**src/rtl/trace_buffer_capture_ctrl.sv**
```systemverilog
// rtl/trace_buffer_capture_ctrl.sv - trace buffer write-address/enable controller with capture modes and readback addressing
module trace_buffer_capture_ctrl #(
    parameter int NUM_CH     = 4,
    parameter int ADDR_WIDTH = 15,
    parameter int CNT_WIDTH  = 32
) (
    input  logic                  clk,
    input  logic                  rst,
    input  logic                  sample_en,
    input  logic                  arm,
    input  logic                  stop,
    input  logic                  trig,
    input  logic [1:0]            mode,
    input  logic [NUM_CH-1:0]     ch_mask,
    input  logic [ADDR_WIDTH-1:0] depth_limit,
    input  logic [CNT_WIDTH-1:0]  post_count,
    input  logic [31:0]           rd_offset,
    output logic [ADDR_WIDTH-1:0] wr_addr,
    output logic [NUM_CH-1:0]     wr_en,
    output logic [ADDR_WIDTH-1:0] rd_addr,
    output logic                  bram_en,
    output logic                  busy,
    output logic                  done,
    output logic                  wrapped,
    output logic [ADDR_WIDTH-1:0] trig_addr,
    output logic [CNT_WIDTH-1:0]  sample_count
);

    typedef enum logic [1:0] {
        IDLE = 2'd0,
        RUN  = 2'd1,
        POST = 2'd2,
        DONE = 2'd3
    } state_t;

    localparam logic [1:0] MODE_CONT    = 2'd0;
    localparam logic [1:0] MODE_ONESHOT = 2'd1;
    localparam logic [1:0] MODE_TRIG    = 2'd2;

    state_t                state;
    state_t                next_state;
    logic [1:0]            mode_q;
    logic [NUM_CH-1:0]     mask_q;
    logic [ADDR_WIDTH-1:0] limit_q;
    logic [CNT_WIDTH-1:0]  post_q;
    logic [CNT_WIDTH-1:0]  remaining;
    logic [ADDR_WIDTH-1:0] ptr;

    logic                  capturing;
    logic                  write;
    logic                  at_limit;
    logic                  trig_hit;
    logic [ADDR_WIDTH:0]   depth;
    logic [ADDR_WIDTH:0]   offset;
    logic [ADDR_WIDTH:0]   offset_mod;
    logic [ADDR_WIDTH:0]   rd_sum;
    logic [ADDR_WIDTH-1:0] oldest;
    logic [ADDR_WIDTH-1:0] rd_next;
    logic                  unused_rd_offset_hi;

    assign bram_en             = 1'b1;
    assign busy                = (state == RUN) || (state == POST);
    assign unused_rd_offset_hi = ^rd_offset[31:ADDR_WIDTH];

    assign capturing = (state == RUN) || (state == POST);
    assign write     = !arm && capturing && sample_en;
    assign at_limit  = (ptr == limit_q);
    assign trig_hit  = (state == RUN) && (mode_q == MODE_TRIG) && trig;

    always_ff @(posedge clk) begin
        if (rst) begin
            state <= IDLE;
        end else begin
            state <= next_state;
        end
    end

    always_comb begin
        next_state = state;
        if (arm) begin
            next_state = RUN;
        end else begin
            case (state)
                RUN: begin
                    if (stop) begin
                        next_state = DONE;
                    end else if (sample_en) begin
                        if (mode_q == MODE_ONESHOT && at_limit) begin
                            next_state = DONE;
                        end else if (trig_hit) begin
                            next_state = (post_q == '0) ? DONE : POST;
                        end
                    end
                end
                POST: begin
                    if (stop || (sample_en && remaining == '0)) begin
                        next_state = DONE;
                    end
                end
                default: next_state = state;
            endcase
        end
    end

    // Offsets at or beyond the depth need a true modulo; the sum of two
    // in-range values only ever needs a single conditional subtract.
    always_comb begin
        depth      = {1'b0, limit_q} + (ADDR_WIDTH+1)'(1);
        offset     = {1'b0, rd_offset[ADDR_WIDTH-1:0]};
        offset_mod = (offset >= depth) ? (offset % depth) : offset;
        oldest     = wrapped ? ptr : '0;
        rd_sum     = {1'b0, oldest} + offset_mod;
        if (rd_sum >= depth) begin
            rd_sum = rd_sum - depth;
        end
        rd_next = (state == IDLE) ? rd_offset[ADDR_WIDTH-1:0] : rd_sum[ADDR_WIDTH-1:0];
    end

    always_ff @(posedge clk) begin
        if (rst) begin
            mode_q       <= MODE_CONT;
            mask_q       <= '0;
            limit_q      <= '0;
            post_q       <= '0;
            remaining    <= '0;
            ptr          <= '0;
            wr_addr      <= '0;
            wr_en        <= '0;
            rd_addr      <= '0;
            done         <= 1'b0;
            wrapped      <= 1'b0;
            trig_addr    <= '0;
            sample_count <= '0;
        end else begin
            wr_en   <= '0;
            rd_addr <= rd_next;
            if (arm) begin
                mode_q       <= (mode == 2'd3) ? MODE_CONT : mode;
                mask_q       <= ch_mask;
                limit_q      <= depth_limit;
                post_q       <= post_count;
                remaining    <= '0;
                ptr          <= '0;
                done         <= 1'b0;
                wrapped      <= 1'b0;
                trig_addr    <= '0;
                sample_count <= '0;
            end else begin
                if (write) begin
                    wr_addr <= ptr;
                    wr_en   <= mask_q;
                    if (sample_count != '1) begin
                        sample_count <= sample_count + CNT_WIDTH'(1);
                    end
                    if (at_limit) begin
                        ptr <= '0;
                        // A one-shot capture ends on this write, so it never counts as a wrap.
                        if (mode_q != MODE_ONESHOT) begin
                            wrapped <= 1'b1;
                        end
                    end else begin
                        ptr <= ptr + ADDR_WIDTH'(1);
                    end
                    if (trig_hit) begin
                        trig_addr <= ptr;
                        remaining <= post_q - CNT_WIDTH'(1);
                    end else if (state == POST && remaining != '0) begin
                        remaining <= remaining - CNT_WIDTH'(1);
                    end
                end
                if (next_state == DONE && state != DONE) begin
                    done <= 1'b1;
                end
            end
        end
    end

endmodule

```
**config.mk**
```make
export PLATFORM = sky130hd
export DESIGN_NAME = trace_buffer_capture_ctrl
export DESIGN_NICKNAME = d
export VERILOG_FILES = /design/src/rtl/trace_buffer_capture_ctrl.sv
export SDC_FILE = /design/constraint.sdc
export NUM_CORES = 1
export LEC_CHECK = 0
export ABC_CLOCK_PERIOD_IN_PS = 44400
export BUFFER_PORTS_ARGS = -buffer_cell sky130_fd_sc_hd__buf_2
export CAP_MARGIN = 20
export CORE_MARGIN = 5
export CORE_UTILIZATION = 40
export CTS_CLUSTER_SIZE = 8
export DETAILED_ROUTE_END_ITERATION = 6
export PLACE_DENSITY_LB_ADDON = 0.1
export SKIP_LAST_GASP = 1
export SLEW_MARGIN = 15
export SYNTH_ARGS = -nofsm -noshare
export SYNTH_HDL_FRONTEND = slang
export SYNTH_SLANG_ARGS = --single-unit
```
**constraint.sdc**
```tcl
create_clock -name clk -period 44.4 [get_ports clk]
set_input_delay 0 -clock clk [delete_from_list [all_inputs] [get_ports clk]]
set_output_delay 0 -clock clk [all_outputs]
set_load 0.05 [all_outputs]
```
==> impl_metrics.csv, run 1 <==
group,metric,value,unit
run_status,run_status,"complete, no violations",
setup_path,cp_slowest_stage_delay,0.79,ns
placed_design,dp_hpwl,48.9,mm
sta,max_freq,24.4,MHz
flow_run,drv_cap,0,
sta,worst_pin_slew,1.11,ns
floorplan,row_count,79,
setup_path,r2r_end,"rd_addr[14]",
setup_path,cp_max_fo,18,
grt,grt_pass1_wl,101,mm
setup_path,cp.arrival,41.26,ns
clock_network,clock_path_buffers,2,
floorplan,dieArea,51200,um^2
floorplan,io_pins,176,
setup_path,cpLargestDelayFamily,"compound AO/OA/AOI/OAI gates",
placed_design,io_buffers,157,
yosys,ys.flop_type,"dfxtp_1",
setup_path,cp.required,44.74,ns
yosys,ys_ff_latch,185,
setup_path,worst-r2r-cell-count,142,
yosys,ys_seq_area_share,19.8,%
floorplan,core,46400,um^2
route,routed_wl,64.6,mm
sta,final_hold_viol_count,0,
route,wl_per_cell,19.6,um
grt,grt-ovfl-total,0,
setup_path,path_depth,142,
setup_path,endpoint,"rd_addr[14]",
route,dr_total_vias,19245,
setup_path,crit_top_cell,"ha_1",
finish,layout_commonest_cell,"nor2_1",
yosys,syn_area_per_cell,7.41,um^2
grt,antenna_found_initial,4,
sta,setup_tns,0,ns
yosys,synth_edf_count,0,
setup_path,crit_buf_inv,6,
yosys,synth.distinct_cells,89,
sta,rsz0062_at_grt,"no",
setup_path,startpoint,"limit_q[1]",
clock_network,cts_tree,"done",
setup_path,path_class,"reg2reg",
finish,n_fill_cell,4700,
yosys,netlist_instances,2523,
clock_network,clk_latency,0.45,ns
yosys,syn_nets,2808,
hold_path,min_path_type,"in2reg",
route,viasPerCell,5.83,
placed_design,place_congestion,0.923,
route,post-route-drc-count,0,
clock_network,clock-sinks,185,
yosys,yosysWarnings,0,
setup_path,r2r_start,"limit_q[1]",
setup_path,crit_path_end_kind,"flop",
finish,syn_to_final_growth,14.2,%
finish,drive_gt1_share,10.8,%
yosys,async_flop_share,0,%
finish,multi_input_area,14300,um^2
clock_network,clk_pin_slew,0.07,ns
yosys,yosys.area.top_type,"dfxtp_1",
sta,period_needed,40.91,ns
floorplan,fp.dieW,226,um
sta,whs,0.0448,ns
sta,period_share,92.1,%
setup_path,slowest_stage,"o211ai_2",
setup_path,cp-start-kind,"flop",
route,dr.pass1.iters,7,
setup_path,r2r_slack,3.49,ns
floorplan,initial_core_util,40.3,%
finish,final_nets,2965,
clock_network,clockRootBuffer,"clkbuf_16",
route,initialDrtViolationCount,1302,
clock_network,cts_inserted_buffers,17,
yosys,yosysTopAreaCellShare,19.8,%
grt,track_usage,24.5,%
sta,skew,0.0137,ns
yosys,syn_area,18700,um^2
yosys,synth.area.top_cells,"dfxtp_1 20%, ha_1 13%, nor2_1 6.2%",
sta,final_max_slew_viol_count,0,
finish,mostFrequentLayoutCells,"305 x nor2_1, 258 x nand2_1, 191 x ha_1",
finish,final-seq-area,3700,um^2
grt,grt_max_degree,84,
sta,relSlewSlack,26.0,%
grt,grt_pass1_vias,18489,
clock_network,post_cts_buffers,0,
floorplan,die_h,226,um
clock_network,cts_max_level,4,
sta,setup_violations,0,
route,ant_nets,0,
[area by class of cell]
class / instances / area share, %
clock buffer: 21 / 2.11
inverter: 69 / 1.21
timing repair buffer: 259 / 8.16
multi-input combinational: 2148 / 66.9
sequential: 185 / 17.3
clock inverter: 11 / 0.633
tap: 607 / 3.56
antenna: 3 / 0.0352
[synthesized netlist by cell type (17+ instances only)]
library cell / count
nand3_1: 56
dfxtp_1: 185
and3_1: 31
a211oi_1: 37
nor2b_1: 27
mux2i_1: 84
a21o_1: 40
xnor2_1: 87
and2_1: 30
o21ai_0: 125
or3_1: 50
nor3_1: 90
o31ai_1: 17
ha_1: 191
nor2_1: 307
a31oi_1: 37
a21oi_1: 189
nand4_1: 40
or2_2: 27
nand2b_1: 20
o21a_1: 50
mux2_2: 17
clkbuf_1: 99
nand2_1: 258
nor4_1: 24
xor2_1: 97
inv_1: 69
[logic make-up after synthesis]
| logic type | after synthesis | share of synthesized area, % |
|---|---|---|
| AOI/OAI and AO/OA | 661 | 23.1 |
| xor gates and xnor gates | 184 | 8.62 |
| adders and majority gates | 194 | 13.1 |
| buffers and inverters | 190 | 4.00 |
| DFF | 185 | 19.8 |
| muxes | 102 | 5.60 |
| other | 1 | 0.0201 |
| and+or+nand+nor | 1006 | 25.8 |
[state kept, by name, summed over array words and instances (netlist names), 15 cells and up]
register / flops
limit_q: 15
rd_addr: 15
remaining: 32
wr_addr: 15
sample_count: 32
ptr: 15
trig_addr: 15
post_q: 32
[metal layers]
layer / track usage [%] / vias to the layer above / part of all wire (%)
met4: 7.90 / 2 / 3.0
met3: 3.39 / 104 / 4.6
met1: 32.0 / 9147 / 45
li1: - / 9508 / -
met5: 0 / - / 0.020
met2: 41.8 / 484 / 48
[worst min path at each step]
stage,from,to,slack (ns),cells after the start
after floorplan,ch_mask[0],mask_q[0],0.15,2
final,rd_offset[6],rd_addr[6],0.04,3
after global routing,rd_offset[6],rd_addr[6],0.02,3
after detailed placement,post_count[14],post_q[14],0.24,3
after CTS,rd_offset[6],rd_addr[6],0.007,3
after global placement,post_count[25],post_q[25],0.23,3
[worst register-to-register path, delay by kind of cell (launching register included)]
kind	cells	cell delay, ns
XOR/XNOR	2	0.78
flip-flops	1	0.56
adder cells (fa/ha/maj)	18	5.70
AO/OA/AOI/OAI	68	19.42
AND/OR/NAND/NOR	43	11.63
multiplexers	5	1.76
buffers and inverters	6	0.99
[per-stage QoR]
step | worst slack [ns] | area, um^2 | utilization [%] | cells
6_report | 3.49 | 21300 | 46.1 | 3303
5_1_grt | 0.627 | 21300 | 46.0 | 3302
4_1_cts | 4.14 | 21300 | 46.0 | 3299
3_5_place_dp | 4.35 | 20000 | 43.2 | 3196
3_3_place_gp | 4.35 | 20000 | 43.2 | 3196
2_1_floorplan | 10.23 | 18700 | - | 2523
[repair_timing]
action                                 4_1_cts  5_1_grt
gates resized for setup                      0        0
endpoints found under the hold margin       61        0
hold buffers                                71        0
Power of run 1 is left out: the tool's default activity adds up to more than one toggle a clock period on the data nets, which glitch-free logic cannot reach.
==> inputs of run 2 (changes only) <==
CORE_UTILIZATION = 39   (was 40)
==> impl_metrics.csv, run 2 (synthesized netlist as in run 1, its figures left out) <==
group,metric,value,unit
run_status,run_status,"complete, no violations",
route,routed_wl,64.7,mm
sta,setup_violations,0,
floorplan,dieArea,52400,um^2
grt,track_usage,23.7,%
route,viasPerCell,5.83,
grt,grt_max_degree,84,
finish,drive_gt1_share,10.9,%
clock_network,clockRootBuffer,"clkbuf_16",
finish,mostFrequentLayoutCells,"305 x nor2_1, 258 x nand2_1, 191 x ha_1",
grt,grt_busiest_layer,"met2",
sta,final_hold_viol_count,0,
sta,worst_pin_slew,1.06,ns
setup_path,r2r_start,"limit_q[1]",
placed_design,place_congestion,0.948,
route,ant_nets,0,
clock_network,clock-sinks,185,
placed_design,dp_hpwl,49.0,mm
grt,grt_util_met3,3.25,%
floorplan,io_pins,176,
sta,whs,0.0526,ns
sta,max_freq,24.4,MHz
setup_path,worst-r2r-cell-count,140,
sta,rsz0062_at_grt,"no",
clock_network,cts-resized-gates,0,
placed_design,io_buffers,157,
sta,period_needed,40.92,ns
flow_run,drv_cap,0,
route,dr.pass1.iters,6,
setup_path,path_class,"reg2reg",
grt,antenna_found_initial,1,
sta,skew,0.0144,ns
hold_path,holdPathEnd,"rd_addr[6]",
route,dr_total_vias,19239,
clock_network,clk_latency,0.45,ns
sta,final_max_slew_viol_count,0,
clock_network,clk_pin_slew,0.08,ns
hold_path,hp-start,"rd_offset[6]",
grt,grt-ovfl-total,0,
grt,grt_pass1_wl,102,mm
finish,layout_commonest_cell,"nor2_1",
finish,final_cell_area,21300,um^2
clock_network,ctsHoldBuffers,62,
finish,postLayoutCoreUtil,44.8,%
floorplan,die_h,229,um
finish,reg.largest.list,"post_q: 32 flops, remaining: 32 flops, sample_count: 32 flops",
grt,grt_use_met1,30.7,%
sta,period_share,92.2,%
clock_network,cts_tree,"done",
floorplan,fp.dieW,229,um
setup_path,cp.required,44.75,ns
setup_path,r2r_end,"rd_addr[14]",
setup_path,cp_max_fo,27,
hold_path,min_path_type,"in2reg",
setup_path,r2r_slack,3.48,ns
floorplan,initial_core_util,39.3,%
clock_network,cts_max_level,4,
clock_network,post_cts_buffers,0,
route,post-route-drc-count,0,
route,wl_per_cell,19.6,um
grt,grt_use_met2,40.0,%
finish,syn_to_final_growth,13.8,%
setup_path,cp.arrival,41.27,ns
sta,relSlewSlack,28.7,%
sta,setup_tns,0,ns
setup_path,crit_path_end_kind,"flop",
placed_design,placed_area,20000,um^2
clock_network,clock_path_buffers,2,
floorplan,row_count,80,
grt,grt_pass1_vias,18543,
setup_path,cp_slowest_stage_delay,0.85,ns
setup_path,slowest_stage,"a311oi_1",
floorplan,core,47500,um^2
clock_network,cts_inserted_buffers,17,
route,initialDrtViolationCount,1258,
setup_path,crit_top_cell,"ha_1",
finish,final_nets,2956,
hold_path,min_path_cells,3,
setup_path,cp-start-kind,"flop",
==> run 2: cell count changes in the layout (fill, tap and decap cells not counted) <==
cell and delta:
clkbuf_1 -3, clkinvlp_4 -1, inv_8 +3, clkbuf_8 -1, diode_2 -2, dlygate4sd3_1 -9, clkinv_8 +3, buf_8 -1
bufinv_16 -1, buf_4 +1
==> run 2: worst max-delay path: cells and delay by family, from the launching register on <==
family / cells / cell delay, ns
adders and majority gates: 18 / 5.46
DFF: 1 / 0.57
muxes: 4 / 1.46
buffers and inverters: 7 / 1.42
and+or+nand+nor: 42 / 10.97
AOI/OAI and AO/OA: 67 / 20.07
xor gates and xnor gates: 2 / 0.81
==> run 2: worst max path at each step <==
stage                     from           to  slack, ns  depth (start not counted)
global route        limit_q[1]  rd_addr[14]       0.68                        147
detailed placement  limit_q[1]  rd_addr[14]       4.03                        142
floorplan           limit_q[0]  rd_addr[11]      10.23                        156
CTS                 limit_q[1]  rd_addr[14]       3.86                        142
global placement    limit_q[1]  rd_addr[14]       4.35                        142
finish              limit_q[1]  rd_addr[14]       3.48                        140
==> run 2: per-stage QoR <==
step / worst slack (ns) / cells
3_3_place_gp: 4.35 / 3205
2_1_floorplan: 10.23 / 2523
3_5_place_dp: 4.03 / 3205
6_report: 3.48 / 3300
4_1_cts: 3.86 / 3299
5_1_grt: 0.684 / 3300
==> run 2: final cells by class <==
| cell class | instances | area, um^2 |
|---|---|---|
| inverters | 69 | 259 |
| repair buffers | 250 | 1640 |
| fillers | 4843 | 26300 |
| well taps | 615 | 769 |
| clock buffers | 17 | 425 |
| multi-input cells | 2148 | 14300 |
| clock inverters | 15 | 180 |
| diodes | 1 | 2.50 |
| flip-flops and latches | 185 | 3700 |
==> run 2: per-layer routing <==
layer	part of all wire, %	vias to the layer above	wire length (um)
met3	5.2	114	3340
met5	0	-	0
met2	47	491	30300
met4	3.6	0	2330
met1	44	9136	28700
li1	-	9498	-
Power of run 2 is left out for the same reason.
==> inputs of run 3 (changes only) <==
REMOVE_ABC_BUFFERS = 1   (was not set)
==> impl_metrics.csv, run 3 (synthesized netlist as in run 1, its figures left out) <==
group,metric,value,unit
setup_path,endpoint,"rd_addr[14]",
grt,grt-ovfl-total,0,
setup_path,cp.required,44.72,ns
finish,reg.largest.list,"post_q: 32 flops, remaining: 32 flops, sample_count: 32 flops",
route,routed_wl,64.3,mm
floorplan,initial_core_util,39.3,%
setup_path,r2r_start,"limit_q[0]",
sta,skew,0.0134,ns
route,initialDrtViolationCount,1446,
finish,syn_to_final_growth,14.5,%
placed_design,dp_hpwl,48.0,mm
setup_path,crit_buf_inv,9,
clock_network,clk_pin_slew,0.07,ns
route,dr_total_vias,19064,
sta,final_max_slew_viol_count,0,
setup_path,startpoint,"limit_q[0]",
sta,max_freq,24.6,MHz
sta,period_share,91.6,%
floorplan,dieArea,52400,um^2
finish,drive_gt1_share,10.8,%
floorplan,core,47500,um^2
sta,final_hold_viol_count,0,
setup_path,r2r_slack,3.75,ns
finish,final_nets,2972,
clock_network,clockRootBuffer,"clkbuf_16",
setup_path,slowest_stage,"o211ai_2",
finish,mostFrequentLayoutCells,"305 x nor2_1, 258 x nand2_1, 191 x ha_1",
finish,postLayoutCoreUtil,45.0,%
sta,rsz0062_at_grt,"no",
setup_path,cpLargestDelayFamily,"compound AO/OA/AOI/OAI gates",
grt,track_usage,23.6,%
clock_network,cts_max_level,4,
route,dr.max_layer_used,"met4",
route,dr.pass1.iters,5,
route,wl_met2,30.1,mm
floorplan,row_count,80,
clock_network,cts-resized-gates,0,
setup_path,path_class,"reg2reg",
grt,grt_pass1_vias,18335,
clock_network,clock-sinks,185,
clock_network,clock_path_buffers,2,
setup_path,crit_path_end_kind,"flop",
setup_path,cp_max_fo,27,
finish,n_fill_cell,4817,
grt,grt_pass1_wl,101,mm
setup_path,worst-r2r-cell-count,145,
floorplan,fp.dieW,229,um
setup_path,path_depth,145,
route,wl_per_cell,19.4,um
clock_network,clk_latency,0.45,ns
grt,antenna_found_initial,1,
route,wl_met3,2.75,mm
placed_design,place_congestion,0.905,
route,drt-met1-wl,29.8,mm
setup_path,cp_slowest_stage_delay,0.78,ns
finish,layout_commonest_cell,"nor2_1",
floorplan,die_h,229,um
setup_path,cp-start-kind,"flop",
setup_path,crit_top_cell,"ha_1",
sta,worst_pin_slew,0.964,ns
route,ant_nets,0,
clock_network,cts_inserted_buffers,17,
placed_design,io_buffers,157,
sta,relSlewSlack,35.1,%
run_status,run_status,"complete, no violations",
clock_network,post_cts_buffers,0,
hold_path,min_path_type,"in2reg",
sta,setup_violations,0,
sta,period_needed,40.65,ns
setup_path,r2r_end,"rd_addr[14]",
floorplan,io_pins,176,
flow_run,drv_cap,0,
sta,setup_tns,0,ns
route,viasPerCell,5.75,
setup_path,cp.arrival,40.97,ns
clock_network,cts_tree,"done",
route,post-route-drc-count,0,
grt,grt_max_degree,84,
-- run 3: cell count changes in the layout (fill, tap and decap cells not counted), sizes merged --
cell and delta:
dlygate4sd3 +17, inv -6, clkbuf +5, clkinvlp +4, clkinv -3, buf -1
-- run 3: layer usage --
metal | track usage, % | vias to the layer above
met5 | 0 | -
met4 | 6.58 | 0
met3 | 2.60 | 80
met2 | 40.3 | 449
met1 | 31.6 | 9025
li1 | - | 9510
-- run 3: metrics by stage --
| stage | area, um^2 | hold WS [ns] | worst slack, ns | cells |
|---|---|---|---|---|
| finish | 21400 | 0.0419 | 3.75 | 3316 |
| global route | 21400 | 0.0176 | 0.784 | 3316 |
| CTS | 21400 | 0.0125 | 4.23 | 3315 |
| detailed placement | 20100 | 0.242 | 4.40 | 3204 |
| global placement | 20100 | 0.233 | 4.70 | 3204 |
| floorplan | 18200 | 0.0691 | 8.04 | 2402 |
-- run 3: worst min path at each step --
stage,endpoint,slack (ns),depth (start not counted),start
final,rd_addr[12],0.04,3,rd_offset[12]
after global routing,rd_addr[12],0.02,3,rd_offset[12]
after CTS,rd_addr[12],0.01,3,rd_offset[12]
after detailed placement,post_q[2],0.24,3,post_count[2]
after global placement,post_q[8],0.23,3,post_count[8]
after floorplan,mode_q[0],0.07,1,rst
-- run 3: what timing repair did --
action | in CTS | in global routing
hold buffers | 79 | 0
endpoints found under the hold margin | 60 | 0
endpoints found under the setup margin | 0 | 0
-- run 3: cell type report --
| type | instances | area [um^2] | area share [%] |
|---|---|---|---|
| Antenna cell | 1 | 2.50 | 0.0117 |
| Sequential cell | 185 | 3700 | 17.3 |
| Multi-Input combinational cell | 2148 | 14300 | 66.8 |
| Clock inverter | 10 | 95.1 | 0.444 |
| Timing Repair Buffer | 266 | 1810 | 8.44 |
| Inverter | 69 | 259 | 1.21 |
| Clock buffer | 22 | 464 | 2.17 |
| Tap cell | 615 | 769 | 3.59 |
-- run 3: worst reg2reg max path: cells and delay by family, from the launching register on --
| family | cells | cell delay [ns] |
|---|---|---|
| flip-flops | 1 | 0.31 |
| AO/OA/AOI/OAI | 68 | 19.57 |
| AND/OR/NAND/NOR | 45 | 11.11 |
| multiplexers | 3 | 1.27 |
| adder cells (fa/ha/maj) | 18 | 5.55 |
| XOR/XNOR | 2 | 0.72 |
| buffers and inverters | 9 | 2.03 |
Power of run 3 is left out for the same reason.
